===== src/rtl/multicycle_seq_pkg.sv =====
// Shared types and constants for the multi-cycle instruction sequencer.
package multicycle_seq_pkg;

    // Core datapath width shared with the rest of the RV core.
    localparam int unsigned CpuWidth = 32;

    // Sequencer state encoding.
    typedef enum logic [2:0] {
        StIdle      = 3'd0,
        StFetchReq  = 3'd1,
        StFetchWait = 3'd2,
        StExec      = 3'd3,
        StMemReq    = 3'd4,
        StMemWait   = 3'd5,
        StWb        = 3'd6,
        StHalt      = 3'd7
    } seq_state_e;

    // Reason the core stopped.
    localparam logic [1:0] TrapNone    = 2'd0;
    localparam logic [1:0] TrapEbreak  = 2'd1;
    localparam logic [1:0] TrapUnknown = 2'd2;
    localparam logic [1:0] TrapTimeout = 2'd3;

endpackage


===== src/rtl/seq_watchdog.sv =====
// Bus watchdog: counts enabled cycles since the last clear and flags the
// Limit-th consecutive enabled cycle.
module seq_watchdog #(
    parameter int unsigned Limit = 255
) (
    input  logic clk_i,
    input  logic rst_ni,
    input  logic clr_i,
    input  logic en_i,
    output logic expired_o
);

    localparam int unsigned CntW = (Limit > 1) ? $clog2(Limit) : 1;
    localparam logic [CntW-1:0] LastCnt = CntW'(Limit - 1);

    logic [CntW-1:0] cnt_q, cnt_d;

    // Next count: clear wins, otherwise saturate at the last counted cycle.
    always_comb begin
        cnt_d = cnt_q;
        if (clr_i) begin
            cnt_d = '0;
        end else if (en_i && (cnt_q != LastCnt)) begin
            cnt_d = cnt_q + CntW'(1);
        end
    end

    // Count register with synchronous active-low reset.
    always_ff @(posedge clk_i) begin
        if (!rst_ni) begin
            cnt_q <= '0;
        end else begin
            cnt_q <= cnt_d;
        end
    end

    // High during the Limit-th waiting cycle; the owner decides what wins.
    assign expired_o = en_i && (cnt_q == LastCnt);

endmodule


===== src/rtl/multicycle_seq.sv =====
// Multi-cycle RV core sequencer: fetch, execute, optional memory access,
// single-cycle writeback, and halt on ebreak / unknown instruction / timeout.
module multicycle_seq
    import multicycle_seq_pkg::*;
#(
    parameter int unsigned CPU_WIDTH = CpuWidth,
    parameter int unsigned CNT_WIDTH = 32,
    parameter int unsigned TIMEOUT   = 255
) (
    input  logic                 clk,
    input  logic                 rst_n,
    output logic                 ifu_req_valid,
    input  logic                 ifu_req_ready,
    input  logic                 ifu_rsp_valid,
    input  logic [CPU_WIDTH-1:0] ifu_rsp_inst,
    output logic [CPU_WIDTH-1:0] inst,
    input  logic                 dec_is_load,
    input  logic                 dec_is_store,
    input  logic                 dec_reg_wen,
    input  logic                 dec_ebreak,
    input  logic                 dec_unknown,
    output logic                 mem_req_valid,
    input  logic                 mem_req_ready,
    input  logic                 mem_rsp_valid,
    output logic                 rf_wen,
    output logic                 pc_wen,
    output logic                 halted,
    output logic [1:0]           trap_code,
    output logic [CNT_WIDTH-1:0] retire_cnt
);

    seq_state_e           state_q, state_d;
    logic [CPU_WIDTH-1:0] inst_q, inst_d;
    logic [1:0]           trap_q, trap_d;
    logic [CNT_WIDTH-1:0] retire_q, retire_d;
    // Register-write permission captured in EXEC and replayed in WB.
    logic                 wb_rf_wen_q, wb_rf_wen_d;
    logic                 in_wait;
    logic                 wd_expired;

    assign in_wait = (state_q == StFetchWait) || (state_q == StMemWait);

    // Leaving a wait state clears the count, so every wait starts from zero.
    seq_watchdog #(
        .Limit(TIMEOUT)
    ) u_watchdog (
        .clk_i    (clk),
        .rst_ni   (rst_n),
        .clr_i    (!in_wait),
        .en_i     (in_wait),
        .expired_o(wd_expired)
    );

    // Next-state logic; a response in the expiring cycle beats the timeout.
    always_comb begin
        state_d     = state_q;
        inst_d      = inst_q;
        trap_d      = trap_q;
        retire_d    = retire_q;
        wb_rf_wen_d = wb_rf_wen_q;
        case (state_q)
            StIdle: state_d = StFetchReq;
            StFetchReq: begin
                if (ifu_req_ready) state_d = StFetchWait;
            end
            StFetchWait: begin
                if (ifu_rsp_valid) begin
                    inst_d  = ifu_rsp_inst;
                    state_d = StExec;
                end else if (wd_expired) begin
                    trap_d  = TrapTimeout;
                    state_d = StHalt;
                end
            end
            StExec: begin
                wb_rf_wen_d = dec_reg_wen & ~dec_is_store;
                if (dec_ebreak) begin
                    trap_d  = TrapEbreak;
                    state_d = StHalt;
                end else if (dec_unknown) begin
                    trap_d  = TrapUnknown;
                    state_d = StHalt;
                end else if (dec_is_load || dec_is_store) begin
                    state_d = StMemReq;
                end else begin
                    state_d = StWb;
                end
            end
            StMemReq: begin
                if (mem_req_ready) state_d = StMemWait;
            end
            StMemWait: begin
                if (mem_rsp_valid) begin
                    state_d = StWb;
                end else if (wd_expired) begin
                    trap_d  = TrapTimeout;
                    state_d = StHalt;
                end
            end
            StWb: begin
                retire_d = retire_q + CNT_WIDTH'(1);
                state_d  = StFetchReq;
            end
            StHalt:  state_d = StHalt;
            default: state_d = StIdle;
        endcase
    end

    // State and datapath registers with synchronous active-low reset.
    always_ff @(posedge clk) begin
        if (!rst_n) begin
            state_q     <= StIdle;
            inst_q      <= '0;
            trap_q      <= TrapNone;
            retire_q    <= '0;
            wb_rf_wen_q <= 1'b0;
        end else begin
            state_q     <= state_d;
            inst_q      <= inst_d;
            trap_q      <= trap_d;
            retire_q    <= retire_d;
            wb_rf_wen_q <= wb_rf_wen_d;
        end
    end

    // Outputs come from state or registers only.
    assign ifu_req_valid = (state_q == StFetchReq);
    assign mem_req_valid = (state_q == StMemReq);
    assign pc_wen        = (state_q == StWb);
    assign rf_wen        = (state_q == StWb) && wb_rf_wen_q;
    assign halted        = (state_q == StHalt);
    assign inst          = inst_q;
    assign trap_code     = trap_q;
    assign retire_cnt    = retire_q;

endmodule


===== config.mk =====
export PLATFORM = sky130hd
export DESIGN_NAME = multicycle_seq
export DESIGN_NICKNAME = d
export VERILOG_FILES = /design/src/rtl/multicycle_seq_pkg.sv /design/src/rtl/seq_watchdog.sv /design/src/rtl/multicycle_seq.sv
export SDC_FILE = /design/constraint.sdc
export NUM_CORES = 1
export LEC_CHECK = 0
export ABC_AREA = 1
export CAP_MARGIN = 5
export CORE_MARGIN = 5
export CORE_UTILIZATION = 43
export DETAILED_ROUTE_END_ITERATION = 10
export PLACE_DENSITY = 0.84
export SYNTH_ARGS = -nofsm -noshare
export SYNTH_HDL_FRONTEND = slang
export SYNTH_SLANG_ARGS = --single-unit

===== constraint.sdc =====
create_clock -name clk -period 1.5 [get_ports clk]
set_input_delay 0.3 -clock clk [delete_from_list [all_inputs] [get_ports clk]]
set_output_delay 0.3 -clock clk [all_outputs]
set_load 0.03 [all_outputs]

Word level (Yosys, flattened, before mapping)
Index checks and enable logic that the tools add are counted.
{"block": "op_classes", "n_bitwise": 2, "eq_ne": 14, "n_reduce_logical": 12, "add_sub_neg": 2, "muxes": 15}
{"operator": "adder 32 x 1 -> 32 bit, second input constant", "count": 1}
{"operator": "one-hot mux 3 bit (7 select lines)", "count": 1}
{"operator": "two-way mux 2 bit", "count": 8}
{"operator": "two-way mux 3 bit", "count": 5}
{"operator": "equality test 3 bit, second input constant", "count": 4}
{"operator": "adder 8 x 1 -> 8 bit, second input constant", "count": 1}
{"operator": "equality test 8 bit, second input constant", "count": 1}
{"operator": "!= test 8 bit, second input constant", "count": 1}
{"operator": "equality test 3 x 2 -> 1 bit, second input constant", "count": 2}
{"operator": "one-hot mux 2 bit (3 select lines)", "count": 1}
{"operator": "AND reduction 2 bit", "count": 3}
{"operator": "!= test 2 x 1 -> 1 bit, second input constant", "count": 2}
{"operator": "!= test 2 bit, second input constant", "count": 2}
{"operator": "AND reduction 4 bit", "count": 1}
{"operator": "equality test 3 x 1 -> 1 bit, second input constant", "count": 1}
{"operator": "logical AND 1 bit", "count": 3}
{"operator": "zero test 3 bit", "count": 1}
{"operator": "!= test 3 bit, second input constant", "count": 1}
{"operator": "nonzero test 3 bit", "count": 1}
{"operator": "logical OR 1 bit", "count": 2}
{"operator": "OR reduction 2 bit", "count": 1}
{"operator": "AND 1 bit", "count": 1}
{"operator": "NOT 1 bit", "count": 1}
{"block": "totals", "inputBits": 43, "reg_bits": 78, "out_inout_bits": 71, "elab_cells": 51}

Depth between registers and ports, before layout
Gate-level depths: netlist (run 1).
{"block": "logic_depth", "depth_word": 6, "depth_mapped": 11, "depth_no_buf": 11}

By module
From an unflattened synthesis (run 1), not the netlist that was laid out.
{"block": "hier_totals", "cells_unflattened": 548, "area_unflattened_um2": 3722.3}
{"module": "multicycle_seq", "seq_area_each_um2": 1401.3, "area_each_um2": 3239.4, "cells_per_inst": 477, "instances": 1}
{"module": "seq_watchdog", "seq_area_each_um2": 160.2, "area_each_um2": 483.0, "cells_per_inst": 71, "instances": 1}

Least setup slack after synthesis (run 1)
OpenSTA, ideal clock, no wires.
{"block": "synth_path", "kind": "reg2reg", "from": "register retire_q[1], in the netlist retire_cnt[1]", "to": "register retire_q[18], in the netlist retire_cnt[18]", "path_stages_with_launch": 9, "t_arrival_ps": 1613, "required_time_ps": 1372, "synth_period_minus_slack_ps": 1740, "setup_slack_ps": -240, "setup_ps": 128, "n_path_buf": 0, "cell_sequence": "dfxtp_1 > ha_1 > nand3_1 > nor2_8 > nand4_2 > nor2_2 > nand2_1 > o21ai_1 > nor2_1"}
{"block": "synth_between", "elab_chain_len": 1}
{"element": "from (decl)", "line_no": "multicycle_seq.sv:35", "rtl": "logic [CNT_WIDTH-1:0] retire_q, retire_d;"}
{"element": "from (signal assigned)", "line_no": "multicycle_seq.sv:121", "rtl": "retire_q <= retire_d;"}
{"element": "adder 32 x 1 -> 32 bit", "line_no": "multicycle_seq.sv:101", "rtl": "retire_d = retire_q + CNT_WIDTH'(1);"}
No other way between the ends.
A chain may end at the register's enable or synchronous reset.

Worst setup path after layout (run 1)
{"block": "layout_path", "from": "register state_q[1]", "to": "output port rf_wen"}
{"block": "layout_between", "elab_chain_len": 2}
{"element": "from (decl)", "line_no": "multicycle_seq.sv:32", "rtl": "seq_state_e state_q, state_d;"}
{"element": "from (signal assigned)", "line_no": "multicycle_seq.sv:112", "rtl": "state_q <= StIdle;"}
{"element": "from (signal assigned)", "line_no": "multicycle_seq.sv:118", "rtl": "state_q <= state_d;"}
{"element": "equality test 3 bit", "line_no": "multicycle_seq.sv:130", "rtl": "assign rf_wen = (state_q == StWb) && wb_rf_wen_q;"}
{"element": "logical AND 1 bit", "line_no": "multicycle_seq.sv:130"}
{"element": "to (decl)", "line_no": "multicycle_seq.sv:25", "rtl": "output logic rf_wen,"}
No other way between the ends.

==> impl_metrics.py, run 1 <==
metrics = {
    "outcome": {
        "status": "finished, violations left",
        "violations": "negative setup slack",
    },
    "synth": {
        "synthArstFlopShare_pct": 0,
        "synth_top_cell_area_share_pct": 41.15,
        "ys_types": 36,
        "synthFlopType": "dfxtp_1",
        "synth_area_per_cell_um2": 6.658,
        "syn_inst": 570,
        "synth.cell_area_mm2": 0.003795,
        "synth_common_cells": "nor2_1 (137), nand2_1 (134), dfxtp_1 (78), inv_1 (51), o21ai_0 (41)",
        "yosysSeqAreaShare_pct": 41.15,
        "yosysMostFrequentCell": "nor2_1",
        "yosysWarnings": 0,
        "yosys.area.top_type": "dfxtp_1",
        "synth_area_leaders": "dfxtp_1 (41%), nor2_1 (14%), nand2_1 (13%)",
        "synth_edf_count": 0,
        "ys_ff_latch": 78,
        "synth_nets": 616,
    },
    "floorplan": {
        "initial_core_util_pct": 43.73,
        "die_w_um": 103.9,
        "dieHeight_um": 103.9,
        "die_area_mm2": 0.01080,
        "num_rows": 34,
        "coreArea_mm2": 0.008678,
        "io_pins": 114,
    },
    "cts": {
        "cts_made_buffers": 9,
        "cts_buffer_depth": 2,
        "cts_tree": "built",
        "insertion_delay_ns": 0.35,
        "hold_buffers": 0,
        "cts.clk_slew.worst_paths_ns": 0.08,
        "cts.sinks": 78,
        "cts_root_buf": "clkbuf_8",
        "htree_levels": 3,
    },
    "sta": {
        "setup_viol": 1,
        "min_period_ns": 1.515,
        "finalHoldViolations": 0,
        "finalClockSkew_ns": 0.008221,
        "setup_tns_ns": -0.01524,
        "final.setup.worst_slack_ns": -0.01524,
        "fmax_mhz": 660.0,
        "relSlewSlack_pct": 75.45,
        "grt_setup_unrepaired": "true",
        "maxSlewViolCount": 0,
        "worst_pin_slew_ns": 0.3649,
        "hold_ws_ns": 0.4821,
        "fin_crit_sh_pct": 101.0,
    },
    "setup_path": {
        "critical_path_class": "register to primary output",
        "end_kind": "primary output",
        "required_ns": 1.20,
        "cp_slowest_cell": "dfxtp_2",
        "cp_max_fo": 3,
        "critPathMostFrequentCell": "buf_6",
        "path_cells": "buf_6 > nand3_4 > buf_6 > nor2_4 > buf_6",
        "start_kind": "register",
        "crit_path_start": "state_q[1]$_SDFFE_PN0P_",
        "r2r-start": "state_q[1]$_SDFFE_PN0P_",
        "max_stage_delay_ns": 0.35,
        "r2r_end": "retire_cnt[26]$_SDFFE_PN0P_",
        "reg2reg_depth": 9,
        "regToRegSetupSlack_ns": 0.04,
        "arrival_ns": 1.22,
        "crit_path_end": "rf_wen",
    },
    "pwr": {
        "seqPwrFrac_pct": 38.1,
        "switching_share_pct": 35.25,
        "power_switching_mw": 2.267,
        "comb_power_share_pct": 34.8,
        "p_total_mw": 6.430,
        "intPower_mw": 4.164,
        "power_density_mw_per_mm2": 1119,
        "p_leak_nw": 2.596,
        "clock_power_share_pct": 27.1,
        "ir_drop_mv": 0.9737,
    },
    "detailed_routing": {
        "drtIter0Drc": 162,
        "wl_mm": 11.33,
        "via_per_inst": 5.105,
        "route.detailed.drc": 0,
        "wire_per_inst_um": 13.45,
        "first_pass_iters": 4,
        "vias": 4298,
        "final_antenna_net_count": 0,
    },
    "finish": {
        "finalInstanceArea_mm2": 0.005747,
        "layout-drive-gt1-share_pct": 20.16,
        "final_core_util_pct": 66.22,
        "antenna_cells": 0,
        "nNetsFinal": 775,
        "fill_cells": 755,
        "stdcell_count": 842,
        "areaGrowthSynthToFinish_pct": 51.43,
    },
    "placement": {
        "io_buffers": 113,
        "gp_congestion": 0.8501,
        "hpwl_mm": 8.215,
        "place_ws_ns": -0.05900,
        "place_area_mm2": 0.005281,
        "place_inst": 811,
    },
    "min_path": {
        "hp-class": "register to register",
    },
    "global_route": {
        "overflow": 0,
        "grt_usage_pct": 19.63,
        "antenna_found_initial": 0,
        "grt_pass1_vias": 4160,
        "grt_pass1_wl_mm": 18.25,
        "grt_max_degree": 33,
    },
    "flow_run": {
        "cap_violations": 0,
    },
}
[final cells by class]
cell class	count	area [um2]	share of cell area, %
Timing Repair Buffer	162	1456	25.34
Clock inverter	6	93.84	1.633
Sequential cell	78	1582	27.52
Multi-Input combinational cell	421	2121	36.90
Clock buffer	10	127.6	2.221
Tap cell	108	135.1	2.351
Inverter	57	231.5	4.028
[routing by layer]
metal | GRT usage [%] | share of wire (%) | up-vias
li1 | - | - | 2127
met1 | 21.99 | 40 | 2016
met2 | 35.11 | 52 | 134
met3 | 5.959 | 6.0 | 21
met4 | 6.660 | 2.0 | 0
met5 | 0 | 0 | -
[sequential cells by signal, summed over array words and instances, names as in the netlist]
register and flops:
inst 32, u_watchdog.cnt_q 8, wb_rf_wen_q 1, trap_code 2
retire_cnt 32, state_q 3
[power by group through the flow]
stage               registers [mW]  logic, mW  clock network [mW]
floorplan                     2.83      0.779                   0
global placement              2.48       1.96                   0
detailed placement            2.48       2.00                   0
CTS                           2.44       2.10                1.79
global route                  2.47       2.45                1.89
finish                        2.45       2.24                1.74
[critical path: cells and delay by family, from the launching register on]
| family | cells | cell delay [ns] |
|---|---|---|
| flip-flops | 1 | 0.35 |
| buffers and inverters | 3 | 0.37 |
| AND/OR/NAND/NOR | 2 | 0.16 |
[worst min-delay path by stage]
stage | depth (start not counted) | startpoint | slack [ns] | end
2_1_floorplan | 2 | ifu_rsp_inst[0] | 0.43 | inst[0]$_SDFFE_PN0P_
3_3_place_gp | 2 | trap_code[1]$_SDFFE_PN0P_ | 0.46 | trap_code[1]$_SDFFE_PN0P_
3_5_place_dp | 2 | trap_code[1]$_SDFFE_PN0P_ | 0.47 | trap_code[1]$_SDFFE_PN0P_
4_1_cts | 2 | retire_cnt[7]$_SDFFE_PN0P_ | 0.48 | retire_cnt[7]$_SDFFE_PN0P_
5_1_grt | 2 | retire_cnt[7]$_SDFFE_PN0P_ | 0.52 | retire_cnt[7]$_SDFFE_PN0P_
6_report | 2 | trap_code[0]$_SDFFE_PN0P_ | 0.48 | trap_code[0]$_SDFFE_PN0P_
[placed cells by master, fill, tap and decap left out, drive strengths merged]
cell,n
or2,3
xor2,2
bufinv,2
nand3,25
dlygate4sd2,49
clkbuf,18
nor3b,2
buf,55
o211ai,2
nand2,138
ha,3
clkinvlp,1
clkdlybuf4s50,42
xnor2,2
inv,56
dfxtp,78
clkinv,4
nor2,146
o21ai,46
nand4,5
o22ai,1
a211oi,2
o21a,2
nor3,8
a21oi,33
clkdlybuf4s15,8
nor4,1
[kinds of logic after synthesis]
family / synth area share [%]
XOR/XNOR: 0.9233
buffers and inverters: 7.187
adder cells (fa/ha/maj): 0.9892
flip-flops: 41.15
AO/OA/AOI/OAI: 11.77
AND/OR/NAND/NOR: 37.98
[timing repair]
action | 4_1_cts | 5_1_grt
setup buffers | 4 | 11
pin swaps | 4 | 12
resized for setup | 99 | 57
setup endpoints to repair | 79 | 64
(Power assumes the default switching activity.)
==> run 2: changes to the inputs <==
--- a/config.mk
+++ b/config.mk
@@ -6,11 +6,12 @@
 export NUM_CORES = 1
 export LEC_CHECK = 0
 export ABC_AREA = 1
-export CAP_MARGIN = 5
+export CAP_MARGIN = 20
 export CORE_MARGIN = 5
 export CORE_UTILIZATION = 43
 export DETAILED_ROUTE_END_ITERATION = 10
 export PLACE_DENSITY = 0.84
+export SLEW_MARGIN = 40
 export SYNTH_ARGS = -nofsm -noshare
 export SYNTH_HDL_FRONTEND = slang
 export SYNTH_SLANG_ARGS = --single-unit
==> results of run 2 <==
The final DEF is identical to that of run 1; final timing and power are the same.
